==> src/rtl/airi5c_dmi_arbiter.sv <==
// airi5c_dmi_arbiter
// Shares the single DMI bus between two debug requesters (port 0: JTAG DTM,
// port 1: secondary debug bridge). Each port hands over one-cycle request
// pulses that are latched into a one-deep slot. Slots are granted round-robin
// and exactly one DMI transaction is in flight at a time. After the Debug
// Module drops dmi_dm_busy, the response goes back to the granted port.
//
// Optional build macro: AIRI5C_DMI_ARB_TIMEOUT_EN
//   When defined, a WAIT that sees dmi_dm_busy high for TIMEOUT_CYCLES cycles
//   is forced to complete with rdata=0 and error=1.
//   When undefined, WAIT is unbounded.
//
// Ports
//   clk, reset                     clock, synchronous active-high reset
//   mX_en/wen/addr/wdata           request pulse plus qualifiers (X = 0, 1)
//   mX_rdata/error                 response, held until the next response
//   mX_rsp_valid, mX_overrun       one-cycle pulses: response updated / request dropped
//   mX_busy                        request pending or in service
//   dmi_addr/wdata/en/wen          transaction towards the Debug Module
//   dmi_rdata/error/dm_busy        response from the Debug Module
module airi5c_dmi_arbiter #(
  parameter int ADDR_W         = 7,
  parameter int DATA_W         = 32,
  parameter int TIMEOUT_CYCLES = 1024
) (
  input  logic              clk,
  input  logic              reset,
  input  logic              m0_en,
  input  logic              m0_wen,
  input  logic [ADDR_W-1:0] m0_addr,
  input  logic [DATA_W-1:0] m0_wdata,
  output logic [DATA_W-1:0] m0_rdata,
  output logic              m0_error,
  output logic              m0_rsp_valid,
  output logic              m0_busy,
  output logic              m0_overrun,
  input  logic              m1_en,
  input  logic              m1_wen,
  input  logic [ADDR_W-1:0] m1_addr,
  input  logic [DATA_W-1:0] m1_wdata,
  output logic [DATA_W-1:0] m1_rdata,
  output logic              m1_error,
  output logic              m1_rsp_valid,
  output logic              m1_busy,
  output logic              m1_overrun,
  output logic [ADDR_W-1:0] dmi_addr,
  output logic [DATA_W-1:0] dmi_wdata,
  output logic              dmi_en,
  output logic              dmi_wen,
  input  logic [DATA_W-1:0] dmi_rdata,
  input  logic              dmi_error,
  input  logic              dmi_dm_busy
);

  typedef enum logic [1:0] {S_IDLE, S_ISSUE, S_WAIT, S_RESP} state_t;

  if (TIMEOUT_CYCLES < 2) begin : g_bad_timeout
    $error("TIMEOUT_CYCLES must be at least 2");
  end

  state_t                   state, state_nxt;
  logic                     gnt, gnt_nxt;   // port owning the current transaction
  logic                     ptr;            // port favoured when both are pending
  logic                     grant_vld, grant_port, rsp_take, timeout_hit;
  logic [1:0]               en, in_wen, pend, pend_nxt, acc, drop, in_svc, busy_nxt;
  logic [1:0][ADDR_W-1:0]   in_addr, req_addr;
  logic [1:0][DATA_W-1:0]   in_wdata, req_wdata, rsp_rdata;
  logic [1:0]               req_wen, rsp_error, rsp_valid, busy, overrun;

  assign en       = {m1_en, m0_en};
  assign in_wen   = {m1_wen, m0_wen};
  assign in_addr  = {m1_addr, m0_addr};
  assign in_wdata = {m1_wdata, m0_wdata};

`ifdef AIRI5C_DMI_ARB_TIMEOUT_EN
  localparam int CNT_W = $clog2(TIMEOUT_CYCLES);
  logic [CNT_W-1:0] to_cnt;

  // Counter holds the number of busy WAIT cycles already seen, so the
  // TIMEOUT_CYCLES-th busy cycle is the one that forces the response.
  assign timeout_hit = dmi_dm_busy && (to_cnt == CNT_W'(TIMEOUT_CYCLES - 1));

  always_ff @(posedge clk) begin
    if (reset)                             to_cnt <= '0;
    else if (state == S_ISSUE)             to_cnt <= '0;
    else if (state == S_WAIT && dmi_dm_busy) to_cnt <= to_cnt + 1'b1;
  end
`else
  assign timeout_hit = 1'b0;
`endif

  assign rsp_take = (state == S_WAIT) && (!dmi_dm_busy || timeout_hit);

  always_comb begin
    grant_vld  = (state == S_IDLE) && (|pend);
    grant_port = (&pend) ? ptr : pend[1];
    gnt_nxt    = grant_vld ? grant_port : gnt;
    state_nxt  = state;
    case (state)
      S_IDLE:  if (grant_vld) state_nxt = S_ISSUE;
      S_ISSUE: state_nxt = S_WAIT;
      S_WAIT:  if (rsp_take) state_nxt = S_RESP;
      S_RESP:  state_nxt = S_IDLE;
      default: state_nxt = S_IDLE;
    endcase
    for (int i = 0; i < 2; i++) begin
      // RESP is not "in service": a port may re-request alongside its rsp_valid.
      in_svc[i]   = (gnt == 1'(i)) && (state == S_ISSUE || state == S_WAIT);
      acc[i]      = en[i] & ~pend[i] & ~in_svc[i];
      drop[i]     = en[i] & ~acc[i];
      pend_nxt[i] = acc[i] | (pend[i] & ~(grant_vld && grant_port == 1'(i)));
      busy_nxt[i] = pend_nxt[i] | ((gnt_nxt == 1'(i)) && (state_nxt != S_IDLE));
    end
  end

  always_ff @(posedge clk) begin
    if (reset) begin
      state     <= S_IDLE;
      gnt       <= 1'b0;
      ptr       <= 1'b0;
      pend      <= '0;
      req_wen   <= '0;
      req_addr  <= '0;
      req_wdata <= '0;
      dmi_addr  <= '0;
      dmi_wdata <= '0;
      dmi_en    <= 1'b0;
      dmi_wen   <= 1'b0;
      rsp_rdata <= '0;
      rsp_error <= '0;
      rsp_valid <= '0;
      busy      <= '0;
      overrun   <= '0;
    end else begin
      state   <= state_nxt;
      gnt     <= gnt_nxt;
      pend    <= pend_nxt;
      busy    <= busy_nxt;
      overrun <= drop;
      // Strobes are loaded on the grant so they are high exactly in ISSUE.
      dmi_en  <= grant_vld;
      dmi_wen <= grant_vld & req_wen[grant_port];
      if (grant_vld) begin
        dmi_addr  <= req_addr[grant_port];
        dmi_wdata <= req_wdata[grant_port];
        // Pointer only moves on a contested grant, so a lone request does
        // not steal the next tie from the other port.
        if (&pend) ptr <= ~grant_port;
      end
      for (int i = 0; i < 2; i++) begin
        if (acc[i]) begin
          req_wen[i]   <= in_wen[i];
          req_addr[i]  <= in_addr[i];
          req_wdata[i] <= in_wdata[i];
        end
      end
      rsp_valid <= '0;
      if (rsp_take) begin
        rsp_valid[gnt] <= 1'b1;
        rsp_rdata[gnt] <= timeout_hit ? '0 : dmi_rdata;
        rsp_error[gnt] <= timeout_hit | dmi_error;
      end
    end
  end

  assign m0_rdata     = rsp_rdata[0];
  assign m0_error     = rsp_error[0];
  assign m0_rsp_valid = rsp_valid[0];
  assign m0_busy      = busy[0];
  assign m0_overrun   = overrun[0];
  assign m1_rdata     = rsp_rdata[1];
  assign m1_error     = rsp_error[1];
  assign m1_rsp_valid = rsp_valid[1];
  assign m1_busy      = busy[1];
  assign m1_overrun   = overrun[1];

endmodule

==> config.mk <==
export PLATFORM = sky130hd
export DESIGN_NAME = airi5c_dmi_arbiter
export DESIGN_NICKNAME = d
export VERILOG_FILES = /design/src/rtl/airi5c_dmi_arbiter.sv
export SDC_FILE = /design/constraint.sdc
export NUM_CORES = 1
export LEC_CHECK = 0
export CORE_MARGIN = 2
export CORE_UTILIZATION = 49
export CTS_CLUSTER_DIAMETER = 40
export DETAILED_ROUTE_END_ITERATION = 16
export PLACE_DENSITY = 0.86
export SLEW_MARGIN = 30
export SYNTH_ARGS = -nofsm -noshare
export SYNTH_HDL_FRONTEND = slang
export SYNTH_SLANG_ARGS = --single-unit
==> constraint.sdc <==
create_clock -name clk -period 4.4 [get_ports clk]
set_clock_uncertainty 0.1 [all_clocks]
set_input_delay 0.88 -clock clk [delete_from_list [all_inputs] [get_ports clk]]
set_output_delay 0.88 -clock clk [all_outputs]
set_load 0.01 [all_outputs]
; Word-level counts from Yosys, hierarchy flattened
; Index checks and enable logic that the tools add are counted.
; W data, S select, Z words.
[totals]
elab_cells = 85
romBits = 0
latch_bits = 0
ram_bits = 0
register_bits = 199
in_bits = 118
n_memories = 0
[classes]
n_mul = 0
eq_ne = 3
div_mod_pow = 0
shift = 0
n_mux = 17
n_lt_le_gt_ge = 3
add_sub_neg = 0
n_reduce_logical = 17
bitwise_logic = 25
[op_table]
columns = op, count
row1 = $mux W32, 3
row2 = $bwmux W64, 1
row3 = $demux W32 S1, 1
row4 = $mux W7, 2
row5 = $not A1 Y1, 12
row6 = $and A1 B1 Y1, 9
row7 = $logic_and A1 B1 Y1, 9
row8 = $pmux W2 S4, 1
row9 = $mux W1, 5
row10 = $eq A2 B2 Y1 const B, 2
row11 = $lt A1 B2 Y1 const B, 2
row12 = $mux W2, 2
row13 = $or A1 B1 Y1, 4
row14 = $reduce_or A2 Y1, 2
row15 = $reduce_and A3 Y1, 1
row16 = $bwmux W2, 1
row17 = $eq A2 B1 Y1 const B, 1
row18 = $logic_not A2 Y1, 1
row19 = $reduce_and A2 Y1, 1
row20 = $reduce_bool A2 Y1, 1
row21 = $demux W1 S1, 1
row22 = $ge A1 B1 Y1 const B, 1
row23 = $logic_not A1 Y1, 1
row24 = $logic_or A1 B1 Y1, 1

; Logic depth before layout (Yosys ltp)
; Gate-level depths: netlist of the first run.
[depth]
word_depth = 8
ltp_mapped = 9

; Worst setup path before layout of the first run
; No wires, ideal clock.
[synth_path]
path_kind = in2reg
startpoint = input reset
endpoint = register rsp_rdata (netlist bit m0_rdata[0])
slack_ns = 2.505
stages = 4
arrival_ns = 1.663
setup_ns = 0.132
path_buffers = 3
cell_sequence = clkbuf_1 -> clkbuf_1 -> buf_1 -> a21oi_1
[synth_lines]
columns = element, line_no
row1 = start: declaration, 27  ; input logic reset,
row2 = end signal: indexed assignment, 160  ; rsp_rdata[gnt] <= timeout_hit ? '0 : dmi_rdata;
row3 = end: declaration, 67  ; logic [1:0][DATA_W-1:0] in_wdata, req_wdata, rsp_rdata;
; No word-level cell between the ends.

; Final worst setup path of the first run
[layout_path]
startpoint = register state[0]
endpoint = register req_wdata[22] (netlist bit)
[layout_between]
elab_chain_cells = 5
elab_cells_between_ends = 6
[layout_rtl]
columns = element, line_no
row1 = start: declaration, 61  ; state_t state, state_nxt;
row2 = start signal: assignment, 135  ; state <= state_nxt;
row3 = $eq A2 B1 Y1 / $eq A2 B2 Y1 (equally long branches), 108  ; in_svc[i] = (gnt == 1'(i)) && (state == S_ISSUE || state == S_WAIT);
row4 = $logic_or A1 B1 Y1 *, 108
row5 = $logic_and A1 B1 Y1 *, 108
row6 = $not A1 Y1 *, 109  ; acc[i] = en[i] & ~pend[i] & ~in_svc[i];
row7 = $and A1 B1 Y1 *, 109
row8 = end signal: indexed assignment, 154  ; req_wdata[i] <= in_wdata[i];
row9 = end: declaration, 67
; Every way passes the cells marked *; elsewhere a longest branch is shown, timed or not.
; A chain may end at the register's enable or synchronous reset.

==> results.md, run 1 <==
- Core Region: between 10000 and 15000 sq um
- Biggest area contributors in the synthesized netlist: sky130_fd_sc_hd__dfxtp_1 56%, sky130_fd_sc_hd__nand2_1 18%, sky130_fd_sc_hd__a21oi_1 10%
- Leakage dissipation: around 3.6 nW
- Sequential area share after synthesis: 55.8%
- GPL Wtd Cong: slightly below 0.8
- Via count: between 6000 and 7000
- Total CTS buffers: 17
- Footprint of the multi-input gates: 2810 sq um
- Count of routing violations after the opening detailed-route iteration: 552
- Filler cells: ~1100
- Count of nets left with antenna violations after detail routing: 0
- Final cycle utilization of the critical path: 58.9%
- Starting utilization of the core area: roughly half
- Number of gates resized after CTS: 0
- Clock tree root driver cell: sky130_fd_sc_hd__clkbuf_16
- Ys Warns: 0
- Area growth syn-to-layout: 42.2%
- DP Area: 9440 sq um
- Required time of the worst setup path: 4640 ps
- Post-synthesis instance area: approximately 7100 sq um
- Slew at the pin closest to its max-slew limit: roughly 900 ps
- Syn avg cell area: ~8 sq um
- Number of standard-cell rows in the floorplan: between 40 and 50
- Leading cell types in the layout, fill and taps excluded: 335 x sky130_fd_sc_hd__nand2_1, 229 x sky130_fd_sc_hd__clkdlybuf4s50_1, 199 x sky130_fd_sc_hd__dfxtp_1
- Post-Layout Inst Area: between 10000 and 15000 sq um
- Number of global-route vias before repair: about 6500
- Hold Path Class: reg2reg
- Count of hold-fix buffers inserted at cts: 0
- Number of buffers on the longest clock path: 2
- Peak supply drop: approximately 0.26 mV
- TritonCTS clock tree: yes
- Fraction of layout instances using a drive strength above 1: 4.80%
- Register-to-Register Path Depth: 7
- Die boundary width: between 100 and 150 um
- GRT overflow: 0
- Shortest period the worst path allows: between 2000 and 3000 ps
- Max FO, Critical Path: 26
- Critical path's largest stage delay: ~540 ps
- Post-route DRC: 0
- Power per unit of standard cell area: about 510 nW/um^2
- Total of flip-flops plus latches after synthesis: just under 200
- Max-capacitance violation count: 0
- Reg-to-reg critical path startpoint: state[0]$_SDFF_PP0_
- Vias per cell: between 5 and 6
- Initial antenna violation count: 0
- Critical R2R Capture: req_wdata[22]$_SDFFE_PP0P_
- Level count of the clock H-tree: 4
- Wire length after detailed routing: between 20000 and 25000 um
- Status: finished clean
- DR pass1 iterations: 5
- Total count of hold-check failures in the final report: 0
- Sinks on the clock net: 199
- Cell at the slowest stage of the critical path: sky130_fd_sc_hd__or3b_1
- I/O pin cnt: approximately 230
- Total number of nets in the final design: approximately 1200
- Top-area cell type share of the netlist area: 55.8%
- Startpoint kind of the worst setup timing path: flop
- Number of max-slew violations in the final report: 0
- Finish-stage setup viols: 0
- Synth Net Count: 999
- Seq. cell area: approximately 4000 sq um
- Total Die Area: ~16000 sq um
- Quantity of I/O buffers inserted on ports: 230
- Mean routed wirelength per cell: around 16 um
- Slack of the worst reg-to-reg path: between 1500 and 2000 ps
- Setup Crit Path Kind: reg2reg
- Relative slew slack: approximately two fifths
- Cell count after synthesis: about 880
- Launching instance or port of the critical path: state[0]$_SDFF_PP0_
- Worst path arrival time: around 2800 ps
- Non-Filler Instances: approximately 1300
- Most common cell after layout, fill and taps aside: sky130_fd_sc_hd__nand2_1
- Critical path endpoint category: flop
- Number of antenna repair diodes: 0
- Distinct cell type count of the synthesized netlist: 34
- Cells traversed along the worst timing path: inv_1 -> ha_1 -> nor2b_1 -> or3b_1 -> buf_4 -> nand2_1 -> a21oi_1
- Clock-pin slew on the worst setup and hold paths: approximately 70 ps
- Setup repair after global routing missed its margin: false
- Number of placed cells counting well taps: roughly 1200
- Global-route wire length before repair: between 30000 and 40000 um
- Number of buffers added for setup after CTS: 0
- Die extent in y: approximately 120 um
- Total negative slack: 0 ps
- Overall Global Routing Usage: 25.6%
- Largest net degree at the start of global routing: between 90 and 100
- Critical path destination: req_wdata[22]$_SDFFE_PP0P_
- HPWL after detailed placement: 12800 um
- Leading area contributor after synthesis: sky130_fd_sc_hd__dfxtp_1
- Top achievable clock speed: 386 MHz
- Worst hold path depth: 2
- Worst-Skew Late Latency: around 430 ps
## worst min-delay path by stage
| stage | startpoint | end | slack (ps) |
|---|---|---|---|
| after global routing | dmi_wdata[24]$_SDFFE_PP0P_ | dmi_wdata[24]$_SDFFE_PP0P_ | 360 |
| after global placement | dmi_wdata[16]$_SDFFE_PP0P_ | dmi_wdata[16]$_SDFFE_PP0P_ | 330 |
| after CTS | dmi_addr[4]$_SDFFE_PP0P_ | dmi_addr[4]$_SDFFE_PP0P_ | 350 |
| final | dmi_addr[4]$_SDFFE_PP0P_ | dmi_addr[4]$_SDFFE_PP0P_ | 350 |
| after detailed placement | dmi_wdata[15]$_SDFFE_PP0P_ | dmi_wdata[15]$_SDFFE_PP0P_ | 340 |
| after floorplan | req_addr[0]$_SDFFE_PP0P_ | req_addr[0]$_SDFFE_PP0P_ | 340 |
## registers in the layout, indices dropped and copies added (netlist names), 7 cells and up
register	flops
dmi_wdata	32
m1_rdata	32
req_addr	14
dmi_addr	7
req_wdata	64
m0_rdata	32
## cells by family after synthesis
group / Yosys count / synth area share, %
adder cells (fa/ha/maj): 2 / 0.351
multiplexers: 1 / 0.140
AND/OR/NAND/NOR: 366 / 20.2
AO/OA/AOI/OAI: 235 / 18.2
flip-flops: 199 / 55.8
XOR/XNOR: 1 / 0.123
buffers and inverters: 75 / 5.12
## cells in the mapped netlist
cell type	number
sky130_fd_sc_hd__nand2b_1	3
sky130_fd_sc_hd__a22oi_1	40
sky130_fd_sc_hd__nor2_1	12
sky130_fd_sc_hd__nand3_1	2
sky130_fd_sc_hd__nor2b_1	2
sky130_fd_sc_hd__nand2_1	335
sky130_fd_sc_hd__o31ai_1	1
sky130_fd_sc_hd__o21ai_1	20
sky130_fd_sc_hd__o21a_1	1
sky130_fd_sc_hd__or3b_1	2
sky130_fd_sc_hd__inv_1	4
sky130_fd_sc_hd__or2_2	1
sky130_fd_sc_hd__a21oi_1	148
sky130_fd_sc_hd__o22ai_1	2
sky130_fd_sc_hd__clkbuf_1	31
sky130_fd_sc_hd__buf_6	4
sky130_fd_sc_hd__a21boi_0	1
sky130_fd_sc_hd__and3b_1	1
sky130_fd_sc_hd__a211oi_2	1
sky130_fd_sc_hd__and2_1	2
sky130_fd_sc_hd__ha_1	2
sky130_fd_sc_hd__buf_4	4
sky130_fd_sc_hd__xor2_1	1
sky130_fd_sc_hd__nand3b_1	1
sky130_fd_sc_hd__mux2i_1	1
sky130_fd_sc_hd__nor3b_1	1
sky130_fd_sc_hd__buf_2	31
sky130_fd_sc_hd__dfxtp_1	199
sky130_fd_sc_hd__o21ai_0	19
sky130_fd_sc_hd__nor3b_2	2
sky130_fd_sc_hd__a32oi_1	1
sky130_fd_sc_hd__buf_1	1
sky130_fd_sc_hd__nor3_1	2
sky130_fd_sc_hd__a211o_1	1
## metal layers
layer  up-vias  wire, um  global-route usage (%)
li1       3280         -                       -
met1      3193      7880                    29.6
met2       276      9880                    43.5
met3        23      2130                    10.4
met4         0       327                    8.00
met5         -         0                       0
## power by group
group          total [mW]  internal [mW]  switching, mW
Sequential           2.17           2.04          0.137
Combinational        1.29          0.521          0.768
Clock                1.73           1.03          0.695
Total                5.19           3.59           1.60
## per-stage QoR
step / setup WS, ps / total power, mW / utilization, % / hold slack, ps
floorplan: 2500 / 2.97 / - / 336
global placement: 1600 / 3.43 / 65.7 / 332
CTS: 1850 / 5.18 / 70.2 / 350
global route: 1620 / 5.43 / 70.6 / 361
finish: 1810 / 5.19 / 70.6 / 348
detailed placement: 1490 / 3.46 / 65.7 / 341
## layout make-up
type                            count  area share (%)
Clock inverter                     14            2.13
Inverter                            4           0.148
Timing Repair Buffer              243            24.1
Multi-Input combinational cell    605            27.7
Clock buffer                       18            4.33
Sequential cell                   199            39.3
Tap cell                          184            2.27
## worst max-delay path, delay by kind of cell, from the launching register on
kind | cells | cell delay (ps)
adder cells (fa/ha/maj) | 1 | 440
AND/OR/NAND/NOR | 3 | 930
AO/OA/AOI/OAI | 1 | 200
flip-flops | 1 | 360
buffers and inverters | 2 | 480
No activity file was read; power rests on OpenSTA's default activity.
==> inputs of run 2 (changes only) <==
CORE_UTILIZATION = 46   (was 49)
PLACE_DENSITY = 0.82   (was 0.86)
clock period = 2.49 ns   (was 4.4 ns; I/O delays follow)
==> run 2 against run 1 <==
- total power increased by 74%
- final area up 0.23%
- non-clock buffer count increased by 4
- first-iteration DRC count decreased by 23%
- worst setup slack worse by 1400 ps
- die area rose by 6.3%
- critical endpoint is now req_wdata[9]$_SDFFE_PP0P_
- largest power group unchanged
==> results.md, run 2 (synthesis results as in run 1) <==
- Vias per cell: 5.23 (was 5.34)
- Max FO, Critical Path: 25 (was 26)
- Critical path's largest stage delay: 410 ps (was 540 ps)
- Sinks on the clock net: 199 (unchanged)
- Footprint of the multi-input gates: 2820 sq um (was 2810 sq um)
- GPL Wtd Cong: 0.784 (was 0.776)
- Initial antenna violation count: 1 (was 0)
- GRT overflow: 0 (unchanged)
- DP Area: 9540 sq um (was 9440 sq um)
- Total Die Area: 16500 sq um (was 15500 sq um)
- HPWL after detailed placement: 13200 um (was 12800 um)
- Required time of the worst setup path: 2670 ps (was 4640 ps)
- Startpoint kind of the worst setup timing path: flop (unchanged)
- Shortest period the worst path allows: 2100 ps (was 2590 ps)
- Via count: 6666 (was 6772)
- Reg-to-reg critical path startpoint: state[0]$_SDFF_PP0_ (unchanged)
- Post-Layout Inst Area: 10200 sq um (was 10100 sq um)
- Clock tree root driver cell: sky130_fd_sc_hd__clkbuf_16 (unchanged)
- Number of max-slew violations in the final report: 0 (unchanged)
- Die boundary width: 129 um (was 125 um)
- Total CTS buffers: 17 (unchanged)
- Launching instance or port of the critical path: state[0]$_SDFF_PP0_ (unchanged)
- Quantity of I/O buffers inserted on ports: 230 (unchanged)
- Die extent in y: 129 um (was 125 um)
- Filler cells: 1278 (was 1141)
- Critical path endpoint category: flop (unchanged)
- Largest register FFs: 64 (unchanged)
- Biggest register: req_wdata (unchanged)
- Final cycle utilization of the critical path: 84.3% (was 58.9%)
- Post-route DRC: 0 (unchanged)
- Cells traversed along the worst timing path: inv_1 -> ha_1 -> nor2b_1 -> or3b_1 -> buf_4 -> nand2_1 -> a21oi_1 (unchanged)
- Start point of the worst min-delay path: dmi_addr[5]$_SDFFE_PP0P_ (was dmi_addr[4]$_SDFFE_PP0P_)
- Number of gates resized after CTS: 0 (unchanged)
- Hold Path Class: reg2reg (unchanged)
- Count of hold-fix buffers inserted at cts: 0 (unchanged)
- Leakage dissipation: 3.56 nW (about the same)
- Max-capacitance violation count: 0 (unchanged)
- Most common cell after layout, fill and taps aside: sky130_fd_sc_hd__nand2_1 (unchanged)
- Seq. cell area: 3980 sq um (unchanged)
- Mean routed wirelength per cell: 15.8 um (was 16.0 um)
- Number of buffers added for setup after CTS: 0 (unchanged)
- Number of global-route vias before repair: 6525 (was 6506)
- Total negative slack: 0 ps (unchanged)
- Wire length after detailed routing: 20100 um (was 20200 um)
- Worst-Skew Late Latency: 420 ps (was 430 ps)
- Number of placed cells counting well taps: 1243 (was 1233)
- Top achievable clock speed: 477 MHz (was 386 MHz)
- Largest net degree at the start of global routing: 78 (was 93)
- Count of routing violations after the opening detailed-route iteration: 427 (was 552)
- I/O pin cnt: 231 (unchanged)
- Relative slew slack: 37.9% (was 40.4%)
- Peak supply drop: 0.492 mV (was 0.258 mV)
- Worst path arrival time: 2270 ps (was 2840 ps)
- Number of buffers on the longest clock path: 2 (unchanged)
- Finish-stage setup viols: 0 (unchanged)
- TritonCTS clock tree: yes (unchanged)
- Non-Filler Instances: 1275 (was 1267)
- Number of standard-cell rows in the floorplan: 45 (was 44)
- Power per unit of standard cell area: 889 nW/um^2 (was 512 nW/um^2)
- Total count of hold-check failures in the final report: 0 (unchanged)
- Count of nets left with antenna violations after detail routing: 0 (unchanged)
- Fraction of layout instances using a drive strength above 1: 5.24% (was 4.80%)
- Leading cell types in the layout, fill and taps excluded: 335 x sky130_fd_sc_hd__nand2_1, 229 x sky130_fd_sc_hd__clkdlybuf4s50_1, 199 x sky130_fd_sc_hd__dfxtp_1 (unchanged)
- Global-route wire length before repair: 32100 um (was 32200 um)
- Area growth syn-to-layout: 42.5% (was 42.2%)
- Clock-pin slew on the worst setup and hold paths: 70 ps (about the same)
- Slew at the pin closest to its max-slew limit: 932 ps (was 895 ps)
- Core Region: 15200 sq um (was 14400 sq um)
- Status: finished clean (unchanged)
- Overall Global Routing Usage: 24.4% (was 25.6%)
- Number of antenna repair diodes: 0 (unchanged)
- Cell at the slowest stage of the critical path: sky130_fd_sc_hd__ha_1 (was sky130_fd_sc_hd__or3b_1)
- Starting utilization of the core area: 46.9% (was 49.6%)
- Setup Crit Path Kind: reg2reg (unchanged)
- Total number of nets in the final design: 1194 (was 1190)
- Setup repair after global routing missed its margin: false (unchanged)
- DR pass1 iterations: 5 (unchanged)
- Level count of the clock H-tree: 4 (unchanged)
## run 2: cell types whose count changed in the layout (fill, tap and decap cells not counted), moves of 2 or more
cell and change:
sky130_fd_sc_hd__inv_6 -3, sky130_fd_sc_hd__inv_8 +2, sky130_fd_sc_hd__clkinvlp_4 +2, sky130_fd_sc_hd__buf_12 +3
sky130_fd_sc_hd__buf_4 +2, sky130_fd_sc_hd__clkinv_2 -2, sky130_fd_sc_hd__bufinv_16 -2
## run 2: path summary, 6_finish.rpt
check                                                 end  cells past startpoint  slack (ps)
worst min register to register   dmi_addr[5]$_SDFFE_PP0P_                      2         350
worst max register to register  req_wdata[9]$_SDFFE_PP0P_                      7         390
worst min-delay path             dmi_addr[5]$_SDFFE_PP0P_                      2         350
worst max-delay path            req_wdata[9]$_SDFFE_PP0P_                      7         390
## run 2: area by class of cell
class | count | share of cell area, %
Multi-Input combinational cell | 605 | 27.7
Tap cell | 188 | 2.31
Timing Repair Buffer | 247 | 24.5
Inverter | 4 | 0.148
Clock buffer | 20 | 4.49
Sequential cell | 199 | 39.2
Clock inverter | 12 | 1.64
## run 2: critical path, delay by kind of cell (launching register included)
family / cells / cell delay, ps
flip-flops: 1 / 350
buffers and inverters: 2 / 320
adder cells (fa/ha/maj): 1 / 410
AO/OA/AOI/OAI: 1 / 60
AND/OR/NAND/NOR: 3 / 710
## run 2: per-stage QoR
step                      utilization (%)  setup WS [ps]  power, mW  hold slack, ps
final                                66.9            392       9.03             349
after global routing                 66.9            247       9.47             363
after CTS                            66.9            382       9.08             344
after detailed placement             62.8            399       6.21             341
after global placement               62.8            430       6.16             333
after floorplan                         -            645       5.24             336
## run 2: metal layers
layer,track usage [%],part of all wire (%)
met1,29.0,41
met2,40.1,46
met3,10.7,11
met4,7.67,1.5
met5,0,0.055
## run 2: power by group
group / internal, mW / switching (mW) / total [mW]
clock network: 1.66 / 1.23 / 2.89
logic: 0.949 / 1.36 / 2.31
registers: 3.60 / 0.235 / 3.83
==> inputs of run 3 (changes only) <==
clock period = 2 ns   (was 2.49 ns; I/O delays follow)
==> run 3 against run 2 <==
- utilization increased by 1.2 points
- sequential share of layout area decreased by 0.68 points
- via count increased by 0.69%
- largest power group unchanged
- worst setup slack got worse by 350 ps
- global-route usage decreased by 0.15 points
- final area increased by 1.8%
- combinational power increased by 41%
- hold slack got worse by 74 ps
- largest cell class unchanged
- first-iteration DRC count increased by 8.4%
- maximum frequency increased by 7.2%
- total power increased by 29%
- routed wire length increased by 2.0%
==> results.md, run 3 (synthesis results as in run 1) <==
- GRT overflow: 0 (unchanged)
- Vias per cell: 5.24 (was 5.23)
- Total CTS buffers: 17 (unchanged)
- Hold Path Class: in2reg (was reg2reg)
- Largest register FFs: 64 (unchanged)
- Total Die Area: 16500 sq um (unchanged)
- Count of nets left with antenna violations after detail routing: 0 (unchanged)
- Number of standard-cell rows in the floorplan: 45 (unchanged)
- Non-Filler Instances: 1282 (was 1275)
- Cell at the slowest stage of the critical path: sky130_fd_sc_hd__or3b_4 (was sky130_fd_sc_hd__ha_1)
- Biggest register: req_wdata (unchanged)
- Quantity of I/O buffers inserted on ports: 230 (unchanged)
- Clock-pin slew on the worst setup and hold paths: 70 ps (about the same)
- Sinks on the clock net: 199 (unchanged)
- Level count of the clock H-tree: 4 (unchanged)
- Post-route DRC: 0 (unchanged)
- GPL Wtd Cong: 0.795 (was 0.784)
- Clock tree root driver cell: sky130_fd_sc_hd__clkbuf_16 (unchanged)
- Via count: 6712 (was 6666)
- Total number of nets in the final design: 1202 (was 1194)
- Wire length after detailed routing: 20500 um (was 20100 um)
- Startpoint kind of the worst setup timing path: flop (unchanged)
- Post-layout worst setup margin: 42.9 ps (was 392 ps)
- Global-route wire length before repair: 31600 um (was 32100 um)
- Finish-stage setup viols: 0 (unchanged)
- Overall Global Routing Usage: 24.3% (was 24.4%)
- Critical R2R Capture: req_addr[2]$_SDFFE_PP0P_ (was req_wdata[9]$_SDFFE_PP0P_)
- Slack of the worst reg-to-reg path: 40 ps (was 390 ps)
- Slew at the pin closest to its max-slew limit: 952 ps (was 932 ps)
- HPWL after detailed placement: 13300 um (was 13200 um)
- Leading cell types in the layout, fill and taps excluded: 335 x sky130_fd_sc_hd__nand2_1, 229 x sky130_fd_sc_hd__clkdlybuf4s50_1, 198 x sky130_fd_sc_hd__dfxtp_1 (was 335 x sky130_fd_sc_hd__nand2_1, 229 x sky130_fd_sc_hd__clkdlybuf4s50_1, 199 x sky130_fd_sc_hd__dfxtp_1)
- Logic pwr share: 27.9% (was 25.6%)
- Fraction of power consumed by sequential logic: 40.9% (was 42.4%)
- Count of hold-fix buffers inserted at cts: 0 (unchanged)
- Starting utilization of the core area: 46.9% (unchanged)
- Shortest period the worst path allows: 1960 ps (was 2100 ps)
- Reg-to-reg critical path startpoint: state[0]$_SDFF_PP0_ (unchanged)
- Leakage dissipation: 3.65 nW (was 3.56 nW)
- Number of placed cells counting well taps: 1246 (was 1243)
- Fraction of power consumed by the clock network: 31.2% (was 32.0%)
- Total count of hold-check failures in the final report: 0 (unchanged)
- Pre-CTS worst setup slack: 15.6 ps (was 399 ps)
- Initial antenna violation count: 0 (was 1)
- Number of buffers on the longest clock path: 2 (unchanged)
- Mean routed wirelength per cell: 16.0 um (was 15.8 um)
- Final cycle utilization of the critical path: 97.9% (was 84.3%)
- Required time of the worst setup path: 2170 ps (was 2670 ps)
- Worst path arrival time: 2120 ps (was 2270 ps)
- Start point of the worst min-delay path: reset (was dmi_addr[5]$_SDFFE_PP0P_)
- Die extent in y: 129 um (unchanged)
- Top achievable clock speed: 511 MHz (was 477 MHz)
- Fraction of layout instances using a drive strength above 1: 6.22% (was 5.24%)
- Area growth syn-to-layout: 45.1% (was 42.5%)
- Number of antenna repair diodes: 0 (unchanged)
- Max-capacitance violation count: 0 (unchanged)
- Filler cells: 1239 (was 1278)
- Peak supply drop: 0.658 mV (was 0.492 mV)
- Register-to-Register Path Depth: 7 (unchanged)
- Critical path endpoint category: flop (unchanged)
- Count of routing violations after the opening detailed-route iteration: 463 (was 427)
- I/O pin cnt: 231 (unchanged)
- Switching share of power: 30.9% (was 31.3%)
- Critical path's largest stage delay: 510 ps (was 410 ps)
- Number of global-route vias before repair: 6322 (was 6525)
- Status: finished clean (unchanged)
- Relative slew slack: 36.5% (was 37.9%)
- DP Area: 9590 sq um (was 9540 sq um)
- Internal Pwr Total: 8.08 mW (was 6.20 mW)
- Most common cell after layout, fill and taps aside: sky130_fd_sc_hd__nand2_1 (unchanged)
- DR pass1 iterations: 5 (unchanged)
- Capture endpoint of the worst hold path: dmi_wdata[1]$_SDFFE_PP0P_ (was dmi_addr[5]$_SDFFE_PP0P_)
- Total negative slack: 0 ps (unchanged)
- Largest net degree at the start of global routing: 95 (was 78)
- Worst hold path depth: 4 (was 2)
- Cells traversed along the worst timing path: inv_1 -> ha_1 -> nor2b_4 -> or3b_4 -> clkbuf_16 -> nand2_1 -> a21oi_1 (was inv_1 -> ha_1 -> nor2b_1 -> or3b_1 -> buf_4 -> nand2_1 -> a21oi_1)
- Die boundary width: 129 um (unchanged)
- TritonCTS clock tree: yes (unchanged)
- Power per unit of standard cell area: 1130 nW/um^2 (was 889 nW/um^2)
- Number of max-slew violations in the final report: 0 (unchanged)
- Post-Layout Inst Area: 10300 sq um (was 10200 sq um)
- Core Region: 15200 sq um (unchanged)
- Max FO, Critical Path: 10 (was 25)
- Net switching power figure: 3.61 mW (was 2.83 mW)
- Setup Crit Path Kind: reg2reg (unchanged)
- Worst-Skew Late Latency: 430 ps (was 420 ps)
run 3: cell count changes in the layout (fill, tap and decap cells not counted), sizes merged:
| cell | before | now |
|---|---|---|
| buf | 18 | 23 |
| bufinv | 3 | 4 |
| clkbuf | 20 | 21 |
| clkinv | 2 | 1 |
| clkinvlp | 3 | 4 |
run 3: layout make-up:
class / count / area (sq um) / area share, %
flip-flops and latches: 199 / 3990 / 38.5
multi-input cells: 605 / 2830 / 27.3
repair buffers: 255 / 2650 / 25.6
clock buffers: 18 / 439 / 4.24
well taps: 188 / 235 / 2.27
clock inverters: 13 / 193 / 1.86
inverters: 4 / 15.0 / 0.145
run 3: worst max path at each step:
stage,from,endpoint,slack [ps],cells past startpoint
5_1_grt,state[0]$_SDFF_PP0_,req_addr[2]$_SDFFE_PP0P_,-2,7
6_report,state[0]$_SDFF_PP0_,req_addr[2]$_SDFFE_PP0P_,40,7
4_1_cts,state[0]$_SDFF_PP0_,req_addr[0]$_SDFFE_PP0P_,3,7
3_5_place_dp,state[0]$_SDFF_PP0_,req_addr[0]$_SDFFE_PP0P_,20,7
3_3_place_gp,m0_en,req_addr[3]$_SDFFE_PP0P_,80,5
2_1_floorplan,state[0]$_SDFF_PP0_,req_wdata[0]$_SDFFE_PP0P_,150,8
run 3: through the flow:
stage	hold WS [ps]	power (mW)	util (%)
global route	291	12.3	68.1
floorplan	336	6.53	-
detailed placement	340	7.81	63.1
finish	275	11.7	68.1
CTS	299	11.4	67.2
global placement	335	7.73	63.1
run 3: per-layer routing:
metal | track usage, % | routed length [um]
met1 | 28.5 | 8140
met5 | 0 | 0
met3 | 10.2 | 2370
met4 | 7.23 | 269
met2 | 40.8 | 9710
run 3: critical path, delay by kind of cell (launching register included):
kind                     cells  cell delay (ps)
adder cells (fa/ha/maj)      1              290
buffers and inverters        2              280
flip-flops                   1              340
AND/OR/NAND/NOR              3              740
AO/OA/AOI/OAI                1               60
run 3: power groups by stage:
stage | Clock [mW] | Combinational (mW) | Sequential, mW
final | 3.65 | 3.26 | 4.78
after global routing | 3.87 | 3.56 | 4.83
after CTS | 3.71 | 2.97 | 4.77
after detailed placement | 0 | 2.95 | 4.85
after global placement | 0 | 2.90 | 4.83
after floorplan | 0 | 1.67 | 4.86
run 3: timing repair:
| action | CTS | global route |
|---|---|---|
| endpoints found under the setup margin | 0 | 74 |
| setup buffers | 0 | 0 |
| endpoints found under the hold margin | 0 | 0 |
| gates resized for setup | 0 | 6 |
==> variant 1, RTL diff (config.mk and constraints of run 2) <==
The 4 states of `state_t` get a one-hot encoding in 4 bits.
--- a/src/rtl/airi5c_dmi_arbiter.sv
+++ b/src/rtl/airi5c_dmi_arbiter.sv
@@ -52,7 +52,7 @@
   input  logic              dmi_dm_busy
 );
 
-  typedef enum logic [1:0] {S_IDLE, S_ISSUE, S_WAIT, S_RESP} state_t;
+  typedef enum logic [3:0] {S_IDLE = 4'b0001, S_ISSUE = 4'b0010, S_WAIT = 4'b0100, S_RESP = 4'b1000} state_t;
 
   if (TIMEOUT_CYCLES < 2) begin : g_bad_timeout
     $error("TIMEOUT_CYCLES must be at least 2");
Function: no difference found for any inputs over 4 cycles, from zero or initial values and one cycle with reset high; so few cycles prove little.
==> variant 1 against run 2 <==
  * Sequential cell count is 2 higher
  * Setup slack better by 53 ps
  * Global-route usage is 1.1 points lower
  * Maximum frequency is 2.6% higher
  * Critical endpoint is now dmi_wdata[23]
  * Wire length is 0.66% lower
  * Final cell count is 4.5% lower
  * Die area is 0.29% higher
  * Area after synthesis is 0.30% higher
  * Final area is 4.2% higher
Power is not compared: it rests on default switching activity, and its combinational part moved more than twofold at a synthesized area within 25%.
==> variant 1: results (changes against run 2) <==
| Metric | Value |
|---|---|
| Run status | finished clean |
| End of the worst register-to-register path | req_wdata[52]$_SDFFE_PP0P_ |
| Initial drt markers | 566 (+33%) |
| Final Cycle Share | 82.1% (-2.1 points) |
| Source of the worst hold timing path | reset |
| Layout cells sized above 1 | 7.67% (+2.4 points) |
| Critical R2R Launch | state[2]$_SDFF_PP0_ |
| Top cell family by delay on the critical path | buffers and inverters |
| Reg2Reg Setup Slack | 510 ps (+120 ps) |
| Initial antenna violation count | 0 (-1) |
| Number of global-route vias before repair | 6225 (-4.6%) |
| Worst Hold Class | in2reg |
| Largest net degree at the start of global routing | 71 (-9.0%) |
| CP arrival | 1450 ps (-820 ps) |
| Routed vias/inst | 5.31 (+1.5%) |
| Final RePlAce weighted congestion | 0.778 (-0.79%) |
| Area fraction in compound gates after synthesis | 14.4% (-3.9 points) |
| Place WS | 322 ps (-77.5 ps) |
| FF-to-FF path depth | 5 (-2) |
| Crit-path slowest cell | clkdlybuf4s50_1 |
| Crit path from | dmi_wdata[23]$_SDFFE_PP0P_ |
| Max stage delay on crit path | 600 ps (+190 ps) |
| Top cells by area, synth | dfxtp_1, nand2_1, a21oi_1 |
| CTS Buf Count | 27 (+10) |
| WL final | 20000 um (-0.66%) |
| Syn_nets | 913 (-8.6%) |
| Hold endpoint | dmi_addr[1]$_SDFFE_PP0P_ |
| # nets final | 1128 (-5.5%) |
| Top cells by count, synth | nand2_1, dfxtp_1, a21oi_1 |
| Placed inst area | 9590 um2 (+0.56%) |
| GRT Util Overall | 23.4% (-1.1 points) |
| Drt pass-1 iters | 8 (+3) |
| Synth unique cells | 32 (-5.9%) |
| Dpl hpwl | 12400 um (-5.4%) |
-- variant 1: power by group through the flow --
stage / Sequential, mW / Clock [mW] / Combinational [mW]
2_1_floorplan: 3.49 / 0 / 0.438
3_3_place_gp: 3.50 / 0 / 0.823
3_5_place_dp: 3.50 / 0 / 0.836
4_1_cts: 3.44 / 4.22 / 0.844
5_1_grt: 3.45 / 4.35 / 0.914
6_report: 3.44 / 4.14 / 0.842
-- variant 1: stage by stage --
step / hold WS [ps] / std cells / power, mW
after global routing: 324 / 1218 / 8.72
after floorplan: 336 / 795 / 3.93
after global placement: 340 / 1169 / 4.32
after detailed placement: 346 / 1169 / 4.34
final: 315 / 1218 / 8.42
after CTS: 306 / 1218 / 8.50
-- variant 1: final cells by class --
type | instances | area (um2)
Sequential cell | 201 | 4020
Fill cell | 1136 | 4610
Clock inverter | 18 | 264
Multi-Input combinational cell | 524 | 2780
Clock buffer | 31 | 731
Inverter | 5 | 18.8
Tap cell | 188 | 235
Timing Repair Buffer | 251 | 2540
-- variant 1: kinds of logic (layout without fill, tap and decap cells) --
logic type | count (synthesis) | after routing
compound gates | 159 | 159
xor+xnor | 2 | 2
buf+inv | 70 | 305
flops | 201 | 201
mux | 40 | 40
simple gates | 323 | 323
-- variant 1: worst register-to-register path, delay by kind of cell, from the launching register on --
kind / cells / cell delay, ps
AOI/OAI and AO/OA: 2 / 390
xor gates and xnor gates: 1 / 380
and+or+nand+nor: 1 / 160
buffers and inverters: 1 / 400
DFF: 1 / 480
-- variant 1: per-layer routing --
layer	track usage [%]	wire length, um
met1	28.7	8060
met2	40.0	9640
met3	6.99	1850
met4	6.65	405
met5	0	0
==> variant 2, RTL diff (settings of run 2) <==
Without the edit above. `ADDR_W`: 7 -> 8.
--- a/src/rtl/airi5c_dmi_arbiter.sv
+++ b/src/rtl/airi5c_dmi_arbiter.sv
@@ -19,7 +19,7 @@
 //   dmi_addr/wdata/en/wen          transaction towards the Debug Module
 //   dmi_rdata/error/dm_busy        response from the Debug Module
 module airi5c_dmi_arbiter #(
-  parameter int ADDR_W         = 7,
+  parameter int ADDR_W         = 8,
   parameter int DATA_W         = 32,
   parameter int TIMEOUT_CYCLES = 1024
 ) (
Interface: changed (resized dmi_addr, m0_addr and m1_addr); port bits go from 231 to 234. The function was not compared with the original's and may differ.
==> variant 2 against run 2 <==
  * Total power increased by 20%
  * Wire length increased by 6.5%
  * Final area increased by 6.2%
  * Area after synthesis increased by 1.7%
  * Sequential power increased by 2%
  * Synthesized cell count increased by 1.4%
  * Sequential cell count increased by 3
  * Setup slack got worse by 160 ps
  * Critical path type unchanged
==> variant 2: results (changes against run 2) <==
| Metric | Value |
|---|---|
| Run status | finished clean |
| WL met3 | 2470 um (+9.7%) |
| Placed Cells | 1279 (+2.9%) |
| Clock power share | 41.8% (+9.8 points) |
| Syn Area/Cell | 8.14 um2 (+0.33%) |
| CP arrival | 2530 ps (+260 ps) |
| Placed inst area | 9720 um2 (+1.8%) |
| Top sig layer | met4 |
| Peak supply drop | 0.708 mV (+44%) |
| M2 GR Usage | 42.9% (+2.8 points) |
| Hold endpoint | ptr$_SDFFE_PP0P_ |
| Internal power | 7.63 mW (+23%) |
| GRT met3 Usage | 9.17% (-1.6 points) |
| Largest net degree at the start of global routing | 113 (+45%) |
| Crit-path slowest cell | or3b_1 |
| Met1 Use GR | 28.7% (-0.35 points) |
| Worst-margin pin slew | 904 ps (-27.7 ps) |
| Source of the worst hold timing path | reset |
| Clk Latency, worst-skew pair | 520 ps (+100 ps) |
| Via count | 6972 (+4.6%) |
| Post-route met1 wirelength | 8260 um (+0.52%) |
| Layout cells sized above 1 | 6.52% (+1.3 points) |
| FILL cells | 1202 (-5.9%) |
| Reg2Reg Setup Slack | 230 ps (-160 ps) |
| Longest Clk Path Bufs | 3 (+1) |
| Synth unique cells | 35 (+2.9%) |
| CP max FO | 33 (+32%) |
| First-pass GRT wire length | 33300 um (+3.8%) |
==> variant 2: cell types whose count changed in the layout (fill, tap and decap cells not counted), moves of 2 or more <==
cell             change
buf_4                -4
clkbuf_1             +2
clkinvlp_4           -2
bufinv_16            +5
o21ai_0              +2
a21oi_1              +2
clkinv_2             +2
clkbuf_16           +12
dfxtp_1              +3
nand2_1              +5
buf_12               +2
clkdlybuf4s50_1      +3
clkbuf_8             -2
==> variant 2: kinds of logic after synthesis <==
| logic type | Yosys count | share of synthesized area, % |
|---|---|---|
| flops | 202 | 55.7 |
| simple gates | 371 | 20.3 |
| compound gates | 239 | 18.2 |
| fa+ha+maj | 2 | 0.345 |
| xor+xnor | 1 | 0.121 |
| buf+inv | 75 | 5.12 |
| mux | 1 | 0.138 |
==> variant 2: layout make-up <==
cell class              count  area [um2]  area share [%]
flip-flops and latches    202        4040            37.5
inverters                   4        15.0           0.139
repair buffers            248        2530            23.4
multi-input cells         614        2860            26.5
clock inverters            20         340            3.15
clock buffers              32         737            6.83
well taps                 211         264            2.45
